File: src/rtl/alu_ctrl_idex.sv
// D-stage main/ALU control decode registered into E (1-cycle latency); StallE holds, FlushE/reset load a bubble.
// Optional registered IllegalE output enabled by defining ALU_CTRL_ILLEGAL_EN.
module alu_ctrl_idex #(
    parameter int                   ALUCTRL_W  = 4,
    parameter logic [ALUCTRL_W-1:0] BUBBLE_ALU = 4'b0000
) (
    input  logic                 clk,
    input  logic                 reset,
    input  logic [5:0]           OpD,
    input  logic [5:0]           FunctD,
    input  logic                 StallE,
    input  logic                 FlushE,
    output logic                 BranchD,
    output logic                 JumpD,
    output logic                 RegWriteE,
    output logic                 MemtoRegE,
    output logic                 MemWriteE,
    output logic                 ALUSrcE,
    output logic                 RegDstE,
    output logic                 ImmZeroExtE,
    output logic [ALUCTRL_W-1:0] ALUControlE
`ifdef ALU_CTRL_ILLEGAL_EN
    ,
    output logic                 IllegalE
`endif
);

    localparam logic [ALUCTRL_W-1:0] ALU_AND   = 4'b0000;
    localparam logic [ALUCTRL_W-1:0] ALU_OR    = 4'b0001;
    localparam logic [ALUCTRL_W-1:0] ALU_ADD   = 4'b0010;
    localparam logic [ALUCTRL_W-1:0] ALU_SUB   = 4'b0110;
    localparam logic [ALUCTRL_W-1:0] ALU_SLT   = 4'b0111;
    localparam logic [ALUCTRL_W-1:0] ALU_NOR   = 4'b1100;
    localparam logic [ALUCTRL_W-1:0] ALU_UNDEF = 4'b1111;

    localparam logic [5:0] OP_RTYPE = 6'b000000;
    localparam logic [5:0] OP_LW    = 6'b100011;
    localparam logic [5:0] OP_SW    = 6'b101011;
    localparam logic [5:0] OP_BEQ   = 6'b000100;
    localparam logic [5:0] OP_ADDI  = 6'b001000;
    localparam logic [5:0] OP_SLTI  = 6'b001010;
    localparam logic [5:0] OP_ANDI  = 6'b001100;
    localparam logic [5:0] OP_ORI   = 6'b001101;
    localparam logic [5:0] OP_J     = 6'b000010;

    typedef struct packed {
        logic                 reg_write;
        logic                 mem_to_reg;
        logic                 mem_write;
        logic                 alu_src;
        logic                 reg_dst;
        logic                 imm_zext;
        logic [ALUCTRL_W-1:0] alu;
    } ctrl_t;

    localparam ctrl_t C_BUBBLE = '{reg_write: 1'b0, mem_to_reg: 1'b0, mem_write: 1'b0,
                                   alu_src: 1'b0, reg_dst: 1'b0, imm_zext: 1'b0,
                                   alu: BUBBLE_ALU};

    ctrl_t w_dec;
    logic  w_branch;
    logic  w_jump;
    ctrl_t r_ctrl;

    always_comb begin
        w_dec    = '0;
        w_dec.alu = ALU_UNDEF;
        w_branch = 1'b0;
        w_jump   = 1'b0;
        case (OpD)
            OP_RTYPE: begin
                w_dec.reg_write = 1'b1;
                w_dec.reg_dst   = 1'b1;
                case (FunctD)
                    6'b100000, 6'b100001: w_dec.alu = ALU_ADD;
                    6'b100010, 6'b100011: w_dec.alu = ALU_SUB;
                    6'b100100:            w_dec.alu = ALU_AND;
                    6'b100101:            w_dec.alu = ALU_OR;
                    6'b100111:            w_dec.alu = ALU_NOR;
                    6'b101010:            w_dec.alu = ALU_SLT;
                    default:              w_dec.reg_write = 1'b0;
                endcase
            end
            OP_LW: begin
                w_dec.alu        = ALU_ADD;
                w_dec.reg_write  = 1'b1;
                w_dec.mem_to_reg = 1'b1;
                w_dec.alu_src    = 1'b1;
            end
            OP_SW: begin
                w_dec.alu       = ALU_ADD;
                w_dec.mem_write = 1'b1;
                w_dec.alu_src   = 1'b1;
            end
            OP_BEQ: begin
                w_dec.alu = ALU_SUB;
                w_branch  = 1'b1;
            end
            OP_ADDI: begin
                w_dec.alu       = ALU_ADD;
                w_dec.reg_write = 1'b1;
                w_dec.alu_src   = 1'b1;
            end
            OP_SLTI: begin
                w_dec.alu       = ALU_SLT;
                w_dec.reg_write = 1'b1;
                w_dec.alu_src   = 1'b1;
            end
            OP_ANDI: begin
                w_dec.alu       = ALU_AND;
                w_dec.reg_write = 1'b1;
                w_dec.alu_src   = 1'b1;
                w_dec.imm_zext  = 1'b1;
            end
            OP_ORI: begin
                w_dec.alu       = ALU_OR;
                w_dec.reg_write = 1'b1;
                w_dec.alu_src   = 1'b1;
                w_dec.imm_zext  = 1'b1;
            end
            OP_J: begin
                w_dec.alu = ALU_ADD;
                w_jump    = 1'b1;
            end
            default: ;
        endcase
    end

    always_ff @(posedge clk or posedge reset) begin
        if (reset) begin
            r_ctrl <= C_BUBBLE;
        end else if (FlushE) begin
            r_ctrl <= C_BUBBLE;
        end else if (!StallE) begin
            r_ctrl <= w_dec;
        end
    end

`ifdef ALU_CTRL_ILLEGAL_EN
    // UNDEF is produced exactly for unknown opcodes and undefined R-type functs.
    logic r_illegal;
    always_ff @(posedge clk or posedge reset) begin
        if (reset) begin
            r_illegal <= 1'b0;
        end else if (FlushE) begin
            r_illegal <= 1'b0;
        end else if (!StallE) begin
            r_illegal <= (w_dec.alu == ALU_UNDEF);
        end
    end
    assign IllegalE = r_illegal;
`endif

    assign BranchD     = w_branch;
    assign JumpD       = w_jump;
    assign RegWriteE   = r_ctrl.reg_write;
    assign MemtoRegE   = r_ctrl.mem_to_reg;
    assign MemWriteE   = r_ctrl.mem_write;
    assign ALUSrcE     = r_ctrl.alu_src;
    assign RegDstE     = r_ctrl.reg_dst;
    assign ImmZeroExtE = r_ctrl.imm_zext;
    assign ALUControlE = r_ctrl.alu;

endmodule

File: config.mk
export PLATFORM = sky130hd
export DESIGN_NAME = alu_ctrl_idex
export DESIGN_NICKNAME = d
export VERILOG_FILES = /design/src/rtl/alu_ctrl_idex.sv
export SDC_FILE = /design/constraint.sdc
export NUM_CORES = 1
export LEC_CHECK = 0
export ABC_AREA = 1
export ABC_CLOCK_PERIOD_IN_PS = 900
export CAP_MARGIN = 20
export CORE_AREA = 3 3 46 48
export DETAILED_ROUTE_END_ITERATION = 6
export DIE_AREA = 0 0 49 51
export GPL_ROUTABILITY_DRIVEN = 0
export PLACE_DENSITY = 0.86
export REMOVE_ABC_BUFFERS = 1
export SYNTH_ARGS = -nofsm -noshare
export SYNTH_HDL_FRONTEND = slang
export SYNTH_SLANG_ARGS = --single-unit
File: constraint.sdc
create_clock -name clk -period 0.9 [get_ports clk]
set_input_delay 0.09 -clock clk [delete_from_list [all_inputs] [get_ports clk]]
set_output_delay 0.09 -clock clk [all_outputs]
set_load 0.02 [all_outputs]
==> results.md <==
* Mapped Area at 755.7 sq um
* Final Total Pwr at 1.354 mW
* Buffers on Ports at 27
* Diode count at 0
* Die area at 2499 sq um
* Layout Skew at 0 ns
* Vias per Instance at between 5 and 6
* Core area at 1745 sq um
* Die height at 51 um
* Antenna violations before repair at 0
* Leakage at 0.8242 nW
* Slowest stage delay, CP at 0.41 ns
* Yosys cell types at 18
* Fill count at 110
* Endpoint class of the critical path: output port
* Worst-path clk slew at 0.07 ns
* Post-route ant nets at 0
* Mean post-synth cell area at 6.404 sq um
* DRT Pass-1 Iters at 4
* Reg2Reg Depth at 4
* Final setup fails at 8
* Synth-to-layout area growth at 96.85%
* Slew @ Worst Pin at around 0.36 ns
* Clock sinks at 10
* Fin worst setup slack at -0.02028 ns
* Vias in the first global route at 1,052
* DR DRC count at 0
* Reg-to-Reg End: ImmZeroExtE$_DFFE_PP0P_
* Worst path arrival time at between 0.8 and 0.9 ns
* Design area at 1488 sq um
* RSZ-0062 raised after global routing: true
* H-tree levels at 1
* First-pass GRT wire length at 4402 um
* Die Width at 49 um
* Overflow after GRT at 0
* Final Hold Fails at 0
* Crit path kind: reg -> out
* Total CTS buffers at 3
* Initial DRC count at 28
* Skew-Pair Late Insertion Delay at 0.28 ns
* Num ports at 28
* Slew Viols, Final at 0
* Fmax achieved at around 1100 MHz
* DRT Wirelength at 3144 um
* Seq/Total Area, Yosys at 0.3311
* Max FO, Critical Path at 2
* VDD IR-drop max at about 500 uV
* CP Cell Sequence: buf_6
* Place WS at -0.7545 ns
* Share of layout cells above drive strength 1 at 0.5026
* Max Buffers Root-to-Sink at 2
* Nets at between 200 and 250
* CTS tree: built
* Dpl hpwl at approximately 1900 um
* Final min period at 0.9203 ns
* CP delay by family, top: flip-flops
* Failing checks: setup timing
* R2R setup slack at 0.02 ns
* Routed len/inst at 14.56 um
* Crit start category: flip-flop
* Synth Warn # at 0
* WP buf/inv at 1
* Worst reg2reg startpoint: ImmZeroExtE$_DFFE_PP0P_
* Register bit total from synthesis at 10
* Rows at 15
* Status: finished, violations left
* Vias at 1,081
* Max Cap Viol at 0
* Largest net degree at the start of global routing at 11
* Root buffer cell: clkbuf_4
* DP Area at 1267 sq um
* Max-slew headroom at 0.7578
* Period utilisation layout at 1.023
* Required time of the critical path at 0.81 ns
* Syn Inst Count at roughly 120
* Class of the worst hold path: in -> async
* PD cells at around 910 nW/um^2
* Total GRT Usage at 0.2271
* Slowest stage cell, crit path: dfrtp_1
* Starting density of the core at 0.4330
* Hold_buf cts at 0
==> power breakdown <==
group / leakage, nW / internal [mW] / total, mW / switching [mW]
Combinational: 0.669 / 0.213 / 0.447 / 0.234
Sequential: 0.134 / 0.469 / 0.483 / 0.0143
Clock: 0.0210 / 0.247 / 0.424 / 0.178
Total: 0.824 / 0.928 / 1.35 / 0.426
==> layout by cell type, fill, tap and decap left out, types with 2 or more instances in the layout <==
cell / count
nor2_2: 6
nor2_1: 13
inv_1: 12
nand4_1: 3
dlygate4sd2_1: 7
nand3_2: 3
nand2_1: 32
buf_6: 15
buf_4: 40
clkbuf_2: 3
nand3_1: 7
dfrtp_1: 10
inv_2: 10
clkbuf_4: 3
o21ai_0: 4
nand2_2: 2
nor2_4: 7
==> cell type report <==
class                      count  area [sq um]  area share
sequential                    10         250.2      0.1682
multi-input combinational     86         501.7      0.3373
inverter                      22         82.58     0.05551
tap                           25         31.28     0.02103
timing repair buffer          69         585.6      0.3936
clock buffer                   4         36.28     0.02439
==> flip-flops by register name, summed over array words and instances, names as in the netlist <==
register / flops
ImmZeroExtE: 1
MemWriteE: 1
MemtoRegE: 1
RegWriteE: 1
RegDstE: 1
ALUSrcE: 1
ALUControlE: 4
==> worst max-delay path by stage <==
| stage | from | to | depth (start not counted) |
|---|---|---|---|
| 4_1_cts | RegDstE$_DFFE_PP0P_ | RegDstE | 1 |
| 3_5_place_dp | OpD[1] | JumpD | 6 |
| 5_1_grt | OpD[4] | ALUControlE[0]$_DFFE_PP0P_ | 11 |
| 2_1_floorplan | OpD[4] | ALUControlE[2]$_DFFE_PP0P_ | 7 |
| 6_report | MemtoRegE$_DFFE_PP0P_ | MemtoRegE | 1 |
| 3_3_place_gp | OpD[4] | BranchD | 5 |
==> repair_timing <==
| item | 4_1_cts | 5_1_grt |
|---|---|---|
| buffers inserted | 10 | 4 |
| pin swaps | 11 | 14 |
| gates resized for setup | 103 | 34 |
| setup endpoints to repair | 22 | 19 |
==> cell families after synthesis <==
family / share of synthesized area
buffers and inverters: 0.1093
and+or+nand+nor: 0.4901
AOI/OAI and AO/OA: 0.06954
DFF: 0.3311
==> metrics by stage <==
stage	utilization	cells	hold slack, ns	setup TNS [ns]
6_report	0.8523	216	0.09336	-0.07325
3_3_place_gp	0.7262	198	0.3824	-7.113
2_1_floorplan	-	118	-0.06982	0
3_5_place_dp	0.7262	198	0.4023	-7.665
5_1_grt	0.8523	216	0.1244	-0.3233
4_1_cts	0.7971	212	0.1194	-0.0007624
==> cells in the mapped netlist <==
cell type,n,area (sq um)
a21o_1,1,7.510
a21oi_1,1,5.000
a22oi_1,1,7.510
dfrtp_1,10,250.2
inv_1,20,75.07
inv_2,2,7.510
nand2_1,34,127.6
nand3_1,9,45.04
nand3_2,2,20.02
nand3b_1,1,7.510
nand4_1,3,18.77
nand4_2,1,12.51
nor2_1,20,75.07
nor2_2,4,25.02
nor2_4,2,22.52
nor3_4,1,16.27
o21ai_0,5,25.02
o31ai_1,1,7.510
==> metal layers <==
metal  part of all wire  global-route usage  vias to the layer above  wire length (um)
li1                   -                   -                      513                 -
met2               0.56              0.4548                       36              1760
met5                  0                   0                        -                 0
met3              0.034             0.03207                       17               106
met1               0.35              0.2194                      515              1108
met4              0.054              0.1327                        0               169
==> worst reg2reg max path: stages (launching register included) <==
cell and delay [ns]:
dfrtp_1 0.40, buf_4 0.14, buf_4 0.12, nand2_1 0.07
nand2_1 0.05
Note: power is estimated with default switching activity, not from simulation.
